[src/rtl/rgb_hue_fader.sv]
// rgb_hue_fader: colour-wheel driver for a common RGB LED.
// A tick divider advances an N-bit ramp; every ramp overflow moves the wheel
// to the next of six sectors. Channel duties are derived from the sector and
// ramp (either a smooth cross-fade or six solid colours) and are turned into
// pin levels by a free-running PWM counter. Every output comes from a flop.
module rgb_hue_fader #(
   parameter int PWM_BITS    = 8,
   parameter int STEP_CYCLES = 7812,
   parameter int ACTIVE_LOW  = 1
) (
   input  logic       clk,
   input  logic       rst,
   input  logic       en,
   input  logic       mode,
   input  logic       dir,
   output logic       RGB_R,
   output logic       RGB_G,
   output logic       RGB_B,
   output logic [2:0] sector,
   output logic       wrap
);

   localparam int TICK_W = (STEP_CYCLES > 1) ? $clog2(STEP_CYCLES) : 1;

   localparam logic [TICK_W-1:0]   TICK_LAST = TICK_W'(STEP_CYCLES - 1);
   localparam logic [PWM_BITS-1:0] MAX       = '1;
   localparam logic [PWM_BITS-1:0] ZERO      = '0;
   localparam logic [PWM_BITS-1:0] ONE       = PWM_BITS'(1);

   // Pin level that means "LED channel dark".
   localparam logic OFF_LVL = (ACTIVE_LOW != 0);

   // Sector codes along the wheel.
   localparam logic [2:0] SEC_RED     = 3'd0;
   localparam logic [2:0] SEC_YELLOW  = 3'd1;
   localparam logic [2:0] SEC_GREEN   = 3'd2;
   localparam logic [2:0] SEC_CYAN    = 3'd3;
   localparam logic [2:0] SEC_BLUE    = 3'd4;
   localparam logic [2:0] SEC_MAGENTA = 3'd5;

   // Fade duties packed as {R, G, B}. Each sector raises or lowers exactly one
   // channel so the hue is continuous at every boundary, including 5 -> 0.
   // Sectors 6 and 7 cannot be reached; they yield a dark LED.
   function automatic logic [3*PWM_BITS-1:0] fade_duty(
      input logic [2:0]          sec,
      input logic [PWM_BITS-1:0] r
   );
      logic [PWM_BITS-1:0] inv;
      inv = MAX - r;
      case (sec)
         SEC_RED:     fade_duty = {MAX,  r,    ZERO};
         SEC_YELLOW:  fade_duty = {inv,  MAX,  ZERO};
         SEC_GREEN:   fade_duty = {ZERO, MAX,  r   };
         SEC_CYAN:    fade_duty = {ZERO, inv,  MAX };
         SEC_BLUE:    fade_duty = {r,    ZERO, MAX };
         SEC_MAGENTA: fade_duty = {MAX,  ZERO, inv };
         default:     fade_duty = {ZERO, ZERO, ZERO};
      endcase
   endfunction

   // Step mode keeps only channels that are fully lit at the sector start.
   function automatic logic [PWM_BITS-1:0] to_solid(input logic [PWM_BITS-1:0] d);
      to_solid = (d == MAX) ? MAX : ZERO;
   endfunction

   // MAX is forced to 100 % on; otherwise the channel is on while cnt < duty.
   function automatic logic pwm_on(
      input logic [PWM_BITS-1:0] duty,
      input logic [PWM_BITS-1:0] cnt
   );
      pwm_on = (duty == MAX) || (cnt < duty);
   endfunction

   logic [TICK_W-1:0]     tick_cnt_q, tick_cnt_d;
   logic                  tick;
   logic [PWM_BITS-1:0]   ramp_q, ramp_d;
   logic [2:0]            sector_q, sector_d;
   logic                  wrap_q, wrap_d;
   logic [PWM_BITS-1:0]   pwm_cnt_q, pwm_cnt_d;
   logic [2:0]            pins_q, pins_d;

   logic [3*PWM_BITS-1:0] fade_now;
   logic [3*PWM_BITS-1:0] fade_start;
   logic [PWM_BITS-1:0]   duty_r, duty_g, duty_b;

   // Tick divider: runs only while enabled, one tick per STEP_CYCLES clocks.
   always_comb begin
      tick       = 1'b0;
      tick_cnt_d = tick_cnt_q;
      if (en) begin
         if (tick_cnt_q == TICK_LAST) begin
            tick       = 1'b1;
            tick_cnt_d = '0;
         end else begin
            tick_cnt_d = tick_cnt_q + TICK_W'(1);
         end
      end
   end

   // Wheel position: ramp within a sector, sector carry/borrow, wrap flag.
   always_comb begin
      ramp_d   = ramp_q;
      sector_d = sector_q;
      wrap_d   = 1'b0;
      if (tick) begin
         if (sector_q > SEC_MAGENTA) begin
            // Recover from a corrupted sector register.
            ramp_d   = ZERO;
            sector_d = SEC_RED;
         end else if (!dir) begin
            if (ramp_q == MAX) begin
               ramp_d = ZERO;
               if (sector_q == SEC_MAGENTA) begin
                  sector_d = SEC_RED;
                  wrap_d   = 1'b1;
               end else begin
                  sector_d = sector_q + 3'd1;
               end
            end else begin
               ramp_d = ramp_q + ONE;
            end
         end else begin
            if (ramp_q == ZERO) begin
               ramp_d = MAX;
               if (sector_q == SEC_RED) begin
                  sector_d = SEC_MAGENTA;
                  wrap_d   = 1'b1;
               end else begin
                  sector_d = sector_q - 3'd1;
               end
            end else begin
               ramp_d = ramp_q - ONE;
            end
         end
      end
   end

   // Channel duties for the current wheel position and output mode.
   always_comb begin
      fade_now   = fade_duty(sector_q, ramp_q);
      fade_start = fade_duty(sector_q, ZERO);
      if (mode) begin
         duty_r = fade_now[3*PWM_BITS-1:2*PWM_BITS];
         duty_g = fade_now[2*PWM_BITS-1:PWM_BITS];
         duty_b = fade_now[PWM_BITS-1:0];
      end else begin
         duty_r = to_solid(fade_start[3*PWM_BITS-1:2*PWM_BITS]);
         duty_g = to_solid(fade_start[2*PWM_BITS-1:PWM_BITS]);
         duty_b = to_solid(fade_start[PWM_BITS-1:0]);
      end
   end

   // PWM compare and pin polarity; the counter free-runs regardless of en.
   always_comb begin
      pwm_cnt_d = pwm_cnt_q + ONE;
      pins_d    = {pwm_on(duty_r, pwm_cnt_q),
                   pwm_on(duty_g, pwm_cnt_q),
                   pwm_on(duty_b, pwm_cnt_q)} ^ {3{OFF_LVL}};
   end

   // State registers; reset parks the wheel at red with all pins dark.
   always_ff @(posedge clk or posedge rst) begin
      if (rst) begin
         tick_cnt_q <= '0;
         ramp_q     <= ZERO;
         sector_q   <= SEC_RED;
         wrap_q     <= 1'b0;
         pwm_cnt_q  <= ZERO;
         pins_q     <= {3{OFF_LVL}};
      end else begin
         tick_cnt_q <= tick_cnt_d;
         ramp_q     <= ramp_d;
         sector_q   <= sector_d;
         wrap_q     <= wrap_d;
         pwm_cnt_q  <= pwm_cnt_d;
         pins_q     <= pins_d;
      end
   end

   assign RGB_R  = pins_q[2];
   assign RGB_G  = pins_q[1];
   assign RGB_B  = pins_q[0];
   assign sector = sector_q;
   assign wrap   = wrap_q;

endmodule

[config.mk]
export PLATFORM = sky130hd
export DESIGN_NAME = rgb_hue_fader
export DESIGN_NICKNAME = d
export VERILOG_FILES = /design/src/rtl/rgb_hue_fader.sv
export SDC_FILE = /design/constraint.sdc
export NUM_CORES = 1
export LEC_CHECK = 0
export CORE_UTILIZATION = 58
export DETAILED_ROUTE_END_ITERATION = 8
export PLACE_DENSITY = 0.8
export SLEW_MARGIN = 20
export SYNTH_ARGS = -nofsm -noshare
export SYNTH_HDL_FRONTEND = slang
export SYNTH_SLANG_ARGS = --single-unit
[constraint.sdc]
create_clock -name clk -period 4.15 [get_ports clk]
set_clock_uncertainty 0.15 [all_clocks]
set_input_delay 1.245 -clock clk [delete_from_list [all_inputs] [get_ports clk]]
set_output_delay 1.245 -clock clk [all_outputs]
set_load 0.02 [all_outputs]
Word-level counts from Yosys, hierarchy flattened --
Index checks and enable logic that the tools add are counted.
Cells by class: add/sub/neg operators 7, multiply operators 0, div/mod/pow operators 0, $lt $le $gt $ge 4, equality and inequality tests 14, shift operators 0, multiplexer cells 28, bitwise gates (word level) 1, reductions and logical operators 7
Operator list (count):
- 24-bit case mux with 6 select lines | 2
- 8-bit 2-to-1 mux | 10
- 8-bit equality test, second input constant | 7
- 8-bit < comparator | 3
- 3-bit 2-to-1 mux | 6
- 8-bit by 1-bit adder with 8-bit output, second input constant | 2
- 13-bit by 1-bit adder with 13-bit output, second input constant | 1
- 13-bit equality test, second input constant | 1
- 13-bit 2-to-1 mux | 1
- 1-bit 2-to-1 mux | 9
- 8-bit logical NOT | 1
- 8-bit by 1-bit subtractor with 8-bit output, second input constant | 1
- 8-bit subtractor, first input constant | 1
- 3-bit by 2-bit equality test with 1-bit output, second input constant | 2
- 3-bit equality test, second input constant | 2
- 3-bit by 1-bit adder with 3-bit output, second input constant | 1
- 3-bit by 1-bit equality test with 1-bit output, second input constant | 1
- 3-bit > comparator, second input constant | 1
- 3-bit logical NOT | 1
- 1-bit logical OR | 3
- 3-bit by 1-bit != test with 1-bit output, second input constant | 1
- 3-bit inverter | 1
- 3-bit AND reduction | 1
- 3-bit nonzero test | 1
- 3-bit by 1-bit subtractor with 3-bit output, second input constant | 1
Word-level totals: register bits 36, latch bits 0, memory bits (writable) 0, memory bits (read-only) 0, input bits 5, output and inout bits 7, memories 0

Depth between registers and ports, before layout --
Gate-level depths: netlist of run 1.
word-level depth 8, gate-level depth with buffers 14, gate-level depth less buffers 12

Least setup slack after synthesis of run 1 --
OpenSTA, ideal clock, no wires.
path kind reg-to-reg, start point register sector_q[0], in the netlist sector[0], end point register pins_q[0], setup time 0.083 ns, arrival 3.017 ns, data required time 3.917 ns, slack 0.899 ns, stages on the path, launching flop included 12, period minus slack after synthesis 3.251 ns, path through dfrtp_1 buf_2 buf_1 and2_1 ha_1 nor2_1 o211ai_1 nand2_1 ha_1 a2111oi_0 a31oi_1 o32a_1
Between the ends: word-level cells in the longest chain between the ends 8, elaborated cells on any way between the ends 15, classes of those cells order compare: 1; eq/ne: 7; mux: 4; bitwise: 1; reduce/logical: 2
RTL lines:
- start: declaration | RTL line 77 | logic [2:0] sector_q, sector_d;
- start signal: assignment | RTL line 173 | sector_q <= sector_d;
- 3-bit equality test, or another cell as far along | RTL line 50 | case (sec)
- 24-bit case mux with 6 select lines | RTL line 50
- 8-bit equality test | RTL line 63 | to_solid = (d == MAX) ? MAX : ZERO;
- 8-bit 2-to-1 mux | RTL line 63
- 8-bit 2-to-1 mux (*) | RTL line 142 | if (mode) begin
- 8-bit < comparator / 8-bit equality test (equally long branches) | RTL line 71 | pwm_on = (duty == MAX) || (cnt < duty);
- 1-bit logical OR (*) | RTL line 71
- 3-bit inverter (no line) (*)
- net pins_d[0] | RTL line 80 | logic [2:0] pins_q, pins_d;
- end signal: assignment | RTL line 169 | pins_q <= {3{OFF_LVL}};
- end signal: assignment | RTL line 176 | pins_q <= pins_d;
- end: declaration | RTL line 80
The timed path passes the listed nets; every way through them passes the cells marked *. A chain may end at the register's enable or synchronous reset.

Worst setup path after layout of run 1 --
start point input mode, end point register pins_q[0]
Between the ends: word-level cells in the longest chain between the ends 4, elaborated cells on any way between the ends 5, classes of those cells order compare: 1; eq/ne: 1; mux: 1; bitwise: 1; reduce/logical: 1
RTL lines:
- start: declaration | RTL line 14 | input logic mode,
- 8-bit 2-to-1 mux (*) | RTL line 142
- 8-bit < comparator / 8-bit equality test (equally long branches) | RTL line 71
- 1-bit logical OR (*) | RTL line 71
- 3-bit inverter (no line) (*)
- net pins_d[0] | RTL line 80
Marked as above.

==> results, run 1 <==
- In this run the worst path has a maximum fanout of 9.
- The H-tree was split into 2 levels.
- The final HPWL from detailed placement is 5.40 mm.
- Setup repair after global routing left no endpoint under its margin.
- The worst hold path cell count is 1.
- Summing all placed instances gives a cell area of 3390 um2.
- The count of pins over their slew limit is 0.
- The slack of the worst reg-to-reg path is 740 ps.
- The placer congestion estimate is 0.888.
- Measured in cells, the most critical reg-to-reg path has a length of 9.
- Leaving out fill and tap cells, the most frequent cells in the layout are dfrtp_1 (33), nor2_1 (31), nand2_1 (30), ha_1 (28), a21oi_1 (27).
- Entering global routing, the biggest net connects 37 pins.
- The root buffer cell is clkbuf_8.
- The CTS buffer count is 5.
- The synthesized design contains 0 enable-type register cells.
- Dividing the detail-routed via count by the number of cells gives 6.70.
- The first routing iteration left 261 violations.
- The clock tree buffer depth is 2.
- The synthesized netlist net count is 431.
- STA classifies the critical path startpoint as an input pin.
- Summing all non-filler instances in the final layout gives an area of 3510 um2.
- The number of hold-slack violations in the final timing report is 0.
- The depth of the critical timing path with buffers and inverters included is 8.
- The worst-case IR drop observed on VDD is 0.263 mV.
- The final worst-path cycle share is 0.858.
- The analysis attributes to cell leakage a power of 1.50 nW.
- The worst hold path startpoint is tick_cnt_q[5]$_DFFE_PP0P_.
- Setup violations remaining at the end of the flow were counted as 0.
- The first global-routing pass estimated 13.2 mm of wire.
- The arrival time of the worst setup path is 3620 ps.
- After clock tree synthesis, the repair step resized 0 gates.
- The class of the tightest hold or removal check is reg -> reg.
- The fraction of the mapped netlist area in compound gates is 0.264.
- The routed design has 7.67 mm of wire.
- 12 I/O pins were placed.
- The initial antenna violation count is 0.
- The classification of the worst setup path is in -> reg.
- The final instance count without filler cells is 466.
- The endpoint of the worst-slack reg-to-reg timing path is pins_q[0]$_DFF_PP1_.
- The transition at the pin with the smallest max-transition slack is 690 ps.
- The area added between synthesis and finish is 7.88%.
- The number of buffers inserted by hold repair at cts is 0.
- Static timing analysis puts the maximum clock frequency at 281 MHz.
- The routed layout has 3120 vias.
- The die is 76.9 um wide.
- The wire length per cell is 16.5 um.
- By area, the combinational part of the netlist is dominated by compound AO/OA/AOI/OAI gates.
- Of the total synthesized cell area, the portion taken by AND, OR, NAND and NOR gates is 0.221.
- The number of buffer and inverter stages on the critical path is 1.
- The flow ran to the end, and the final reports show no timing, DRC or antenna violations.
- The sequential-to-total area share from yosys stat is 0.278.
- The DRC violation count after routing is 0.
- Clock-pin slew was measured on the worst setup and hold paths at 70 ps.
- The count of synthesis-stage warnings from yosys is 0.
- The critical-path cell with the highest stage delay is clkdlybuf4s50_1.
- On the worst path, the slowest cell contributes a delay of 550 ps.
- The share of final-layout standard cells stronger than drive strength 1 is 0.0783.
- The overall routing resource usage is 0.278.
- The type of destination of the critical path is a flop.
- The area of the core region is 5270 um2.
- Traced cell by cell, the critical path runs through clkdlybuf4s50_1 > nand2_1 > a221o_1 > nand2_1 > ha_1 > a2111oi_0 > a31oi_1 > o32a_1.
- The kind of cell adding the most delay to the critical path is compound AO/OA/AOI/OAI gates.
- The clock network latency to the later pin of the worst-skew pair is 280 ps.
- Of the total synthesized cell area, the portion taken by XOR and XNOR cells is 0.0538.
- The die is 76.9 um tall.
- Counting every instance in the synthesized netlist gives 398.
- The number of sinks on the clock net is 36.
- The most frequent cell on the critical path is nand2_1.
- The via count of the first global-routing pass is 2940.
- Setup total negative slack on the finished layout was measured at 0 ps.
- The count of buffers added on input and output ports is 11.
- The die covers 5920 um2.
- The startpoint of the worst-slack reg-to-reg timing path is sector[1]$_DFFE_PP0P_.
- The remaining max-slew budget at the tightest pin is 0.539.
- The clock period minus worst slack is 3560 ps.
- After synthesis, the netlist uses 62 different library cells.
- The first detailed-routing pass ran for 5 iterations.
- The final layout contains 428 nets.
- The path with the worst hold slack has its endpoint at tick_cnt_q[5]$_DFFE_PP0P_.
- The clock tree from TritonCTS is built.
- The floorplan has 26 rows.
- The proportion of synthesized area in mux cells is 0.0223.
- The number of antenna-violating nets in the routed design is 0.
- The power per standard cell area is 242 nW/um2.
- After synthesis the netlist holds a flip-flop and latch count of 36.
- The repair_antennas step left the layout with diodes totalling 0.
- The starting utilization of the core area is 0.618.
- The library cell used most frequently in the layout, excluding fill and tap cells, is dfrtp_1.
- The total overflow left after global routing is 0.
- The required time of the worst setup path is 4210 ps.
- The adder-cell area share of the yosys netlist is 0.108.
- The number of setup buffers added after CTS is 0.
- The dominant synthesized flop cell is dfrtp_1.
- The number of violations of the max-capacitance limit is 0.
- The cell count after placement is 458.
- Dividing the synthesized area by the synthesized cell count gives 8.18 um2.
- The worst hold slack across all endpoints is 359 ps.
- The post-synthesis async set-or-reset flop share is 1.00.
- The mapped cell area is 3260 um2.
cells in the mapped netlist (5+ instances only):
cell	n	area, um2
nand2b_1	7	43.8
o21bai_1	7	52.6
o21ai_0	24	120
nor3_1	20	100
a21oi_1	27	135
mux2i_1	5	50.1
and3_1	6	37.5
buf_2	9	45.0
a221o_1	6	60.1
nand2_1	30	113
clkbuf_1	17	63.8
a31oi_1	6	37.5
a311o_1	7	70.1
nor2_1	31	116
o22ai_1	5	31.3
xor2_1	7	61.3
dfrtp_1	33	826
nand3_1	20	100
ha_1	28	350
inv_1	12	45.0
xnor2_1	13	114
or2_2	6	37.5
metrics by stage:
stage	setup slack [ps]	total power, mW	util
floorplan	899	0.486	-
global placement	402	0.514	0.643
detailed placement	324	0.519	0.643
CTS	595	0.858	0.667
global route	456	0.887	0.667
finish	590	0.850	0.667
per-layer routing:
layer	routed length [um]	global-route usage	up-vias
li1	-	-	1484
met3	521	0.0369	20
met1	3360	0.351	1480
met2	3620	0.465	136
met5	0	0	-
met4	172	0.133	0
sequential cells by signal, summed over array words and instances (netlist names):
name and cells:
tick_cnt_q 13, pwm_cnt_q 8, ramp_q 8, pins_q 3, sector 3, wrap 1
kinds of logic (layout without fill, tap and decap cells):
group | Yosys count | in the layout
buffers and inverters | 42 | 40
AND/OR/NAND/NOR | 142 | 142
multiplexers | 7 | 7
AO/OA/AOI/OAI | 123 | 123
XOR/XNOR | 20 | 20
adder cells (fa/ha/maj) | 28 | 28
flip-flops | 36 | 36
worst max path at each step:
stage / slack, ps / endpoint / start
finish: 590 / pins_q[0]$_DFF_PP1_ / mode
global route: 460 / pins_q[0]$_DFF_PP1_ / mode
CTS: 600 / pins_q[0]$_DFF_PP1_ / mode
detailed placement: 320 / pins_q[0]$_DFF_PP1_ / mode
global placement: 400 / pins_q[0]$_DFF_PP1_ / mode
floorplan: 900 / pins_q[0]$_DFF_PP1_ / sector[0]$_DFFE_PP0P_
area by class of cell:
type / count / area, um2
tap: 70 / 87.6
fill: 460 / 1760
clock inverter: 1 / 30.0
inverter: 13 / 48.8
timing repair buffer: 19 / 170
sequential: 36 / 905
clock buffer: 7 / 96.3
multi-input combinational: 320 / 2180
power breakdown:
part,switching (mW),total [mW],internal [mW]
logic,0.0555,0.102,0.0465
clock network,0.124,0.336,0.212
registers,0.0337,0.412,0.378
Note: power is estimated with default switching activity, not from simulation.
==> inputs of run 2 (changes only) <==
--- a/config.mk
+++ b/config.mk
@@ -8,2 +8,3 @@
 export CORE_UTILIZATION = 58
+export CTS_CLUSTER_SIZE = 10
 export DETAILED_ROUTE_END_ITERATION = 8
==> constraint.sdc (replaced) <==
create_clock -name clk -period 3.55 [get_ports clk]
set_clock_uncertainty 0.15 [all_clocks]
set_input_delay 1.065 -clock clk [delete_from_list [all_inputs] [get_ports clk]]
set_output_delay 1.065 -clock clk [all_outputs]
set_load 0.05 [all_outputs]
==> run 2 against run 1 <==
Compared with the run above: sequential power up 17%; worst setup slack got worse by 260 ps; final cell count up 1.3%; die area unchanged; clock power rose by 8.0%; total power is 14% higher; sequential share of layout area decreased by 0.22 points; critical path type unchanged; largest cell class unchanged.
==> results, run 2 (synthesis gave the netlist of run 1 again) <==
- The total global routing overflow is 0.
- The maximum number of pins on one net before global-route repair is 37.
- The most numerous cell type found on the critical path is nand2_1.
- The final setup slack of the worst path is 329 ps.
- The placer congestion estimate is 0.887.
- The width of the chip is 76.9 um.
- The number of sinks on the clock net is 36.
- Measured against its own limit, the worst slew margin works out to 0.595.
- The type of destination of the critical path is a flop.
- The later pin in the worst-skew pair is clocked with a latency of 290 ps.
- CTS built an H-tree with a depth of 2.
- The clock period minus worst slack is 3220 ps.
- The number of clock buffers added by TritonCTS is 5.
- The count of pins over their slew limit is 0.
- The register name with the most flops is tick_cnt_q.
- The first global-routing pass estimated 13.3 mm of wire.
- The element type at the critical path start is an input pin.
- Setup repair after global routing left no endpoint under its margin.
- The net count of the finished layout is 434.
- The longest individual stage delay on the worst path is 550 ps.
- The via count is 3106.
- The number of buffers inserted by hold repair at cts is 0.
- Summed over all failing endpoints, the final setup total negative slack is 0 ps.
- The final HPWL from detailed placement is 5.40 mm.
- Clock-pin slew was measured on the worst setup and hold paths at 80 ps.
- Of the cells placed in the final design, the portion with a size suffix greater than 1 is 0.0920.
- Dividing the detail-routed wire length by the instance count gives 16.4 um.
- The number of input and output port buffers inserted is 11.
- The transition at the pin with the smallest max-transition slack is 608 ps.
- The worst hold slack across all endpoints is 344 ps.
- The peak-usage layer in the global routing report is met2.
- The flip-flop count of the largest register after layout is 13.
- The area of the core region is 5270 um2.
- The arrival time of the worst setup path is 3280 ps.
- The layout has 459 filler cells.
- The most common cell after layout, fill and taps aside is dfrtp_1.
- In the global route stage, overall resource usage came out at 0.279.
- The overall die area is 5920 um2.
- The number of hold-slack violations in the final timing report is 0.
- For this run, global-route usage on met2 was measured as 0.455.
- The number of antenna-violating nets in the routed design is 0.
- Setup violations remaining at the end of the flow were counted as 0.
- The final design area excluding fillers is 3540 um2.
- For this block, the initial DRC count from the detailed router was 255.
- In the global route stage, met1 resource usage came out at 0.366.
- In this run the post-CTS setup repair buffer count came out at 0.
- Row generation in the floorplan step produced 26 rows.
- Measured along the y axis, the die boundary spans 76.9 um.
- Timing would allow up to 310 MHz.
- In this run the deepest clock path goes through 2 buffers.
- The tree is rooted in a clkbuf_8.
- The initial antenna violation count is 0.
- Of the available clock period, the critical path in the final layout requires 0.907.
- The peak supply drop is 0.259 mV.
- In the global route stage, met3 resource usage came out at 0.0452.
- The via count of the first global-routing pass is 2904.
- The number of violations of the max-capacitance limit is 0.
- The register area is 905 um2.
- The largest registers in the layout are tick_cnt_q x13, pwm_cnt_q x8, ramp_q x8.
- The flow ran to the end, and the final reports show no timing, DRC or antenna violations.
- Before CTS, the worst setup slack after placement is 60.9 ps.
- Walking the worst path, the cells encountered are clkdlybuf4s50_1 > nand2_1 > a221o_1 > nand2_1 > ha_1 > a2111oi_0 > a31oi_1 > o32a_1.
- The min-delay analysis places its worst path in the category reg -> reg.
- The post-detailed-routing wire length is 7.75 mm.
- The first detailed-routing pass took 5 iterations.
- After detailed placement, the total cell area comes to 3430 um2.
- The total I/O pin count is 12.
- The setup path with the least slack is of type in -> reg.
- The area added between synthesis and finish is 8.80%.
- The mean number of vias per cell is 6.58.
- The slowest stage of the critical path is the clkdlybuf4s50_1 cell.
- For this configuration, the core starts out at a cell density of 0.618.
- Gates resized during post-CTS repair numbered 0.
- The DRC violation count after routing is 0.
- In the layout the commonest cells are dfrtp_1 (33), nor2_1 (31), nand2_1 (30), ha_1 (28), a21oi_1 (27).
- The required time of the worst setup path is 3610 ps.
- The final antenna diode count is 0.
- Dividing total power by cell area gives a power density of 273 nW/um2.
- Of all nets on the critical path, the largest fanout is 5.
- The analysis attributes to cell leakage a power of 1.52 nW.
- The clock tree from TritonCTS is built.
- Summing all multi-input logic gate instances after layout gives 2180 um2.
## run 2: cell count changes in the layout (fill, tap and decap cells not counted)
| cell | previous run | this run |
|---|---|---|
| clkinv_2 | 0 | 1 |
| clkbuf_8 | 7 | 5 |
| buf_4 | 8 | 14 |
| clkinvlp_4 | 0 | 1 |
## run 2: power by group
group          internal, mW  switching, mW
Sequential            0.442         0.0384
Clock                 0.208          0.155
Combinational        0.0559         0.0699
Total                 0.706          0.263
## run 2: area by class of cell
cell class | count | area share
Inverter | 13 | 0.0138
Clock inverter | 3 | 0.0120
Multi-Input combinational cell | 320 | 0.614
Clock buffer | 5 | 0.0194
Timing Repair Buffer | 25 | 0.0607
Tap cell | 70 | 0.0247
Sequential cell | 36 | 0.255
## run 2: worst paths after layout
kind                                                start  slack (ps)  depth (start not counted)                        end
min in group asynchronous                             rst        1030                          3     pwm_cnt_q[2]$_DFF_PP0_
worst max register to register      sector[1]$_DFFE_PP0P_         500                          9        pins_q[0]$_DFF_PP1_
worst min-delay path            tick_cnt_q[5]$_DFFE_PP0P_         340                          1  tick_cnt_q[5]$_DFFE_PP0P_
max in group asynchronous                             rst        1880                          3        pins_q[2]$_DFF_PP1_
worst min register to register  tick_cnt_q[5]$_DFFE_PP0P_         340                          1  tick_cnt_q[5]$_DFFE_PP0P_
worst max-delay path                                 mode         330                          8        pins_q[0]$_DFF_PP1_
## run 2: through the flow
stage	total power [mW]	utilization	cells
finish	0.969	0.672	472
global route	1.01	0.672	472
CTS	0.976	0.672	472
detailed placement	0.613	0.651	464
global placement	0.608	0.651	464
floorplan	0.573	-	398
## run 2: critical path, delay by kind of cell
family / cells / cell delay (ps)
compound gates: 4 / 1220
buf+inv: 1 / 550
fa+ha+maj: 1 / 230
simple gates: 2 / 220
## run 2: routing by layer
layer / share of wire / up-vias
met3: 0.063 / 22
met2: 0.47 / 126
met5: 0 / -
li1: - / 1485
met1: 0.45 / 1473
met4: 0.023 / 0
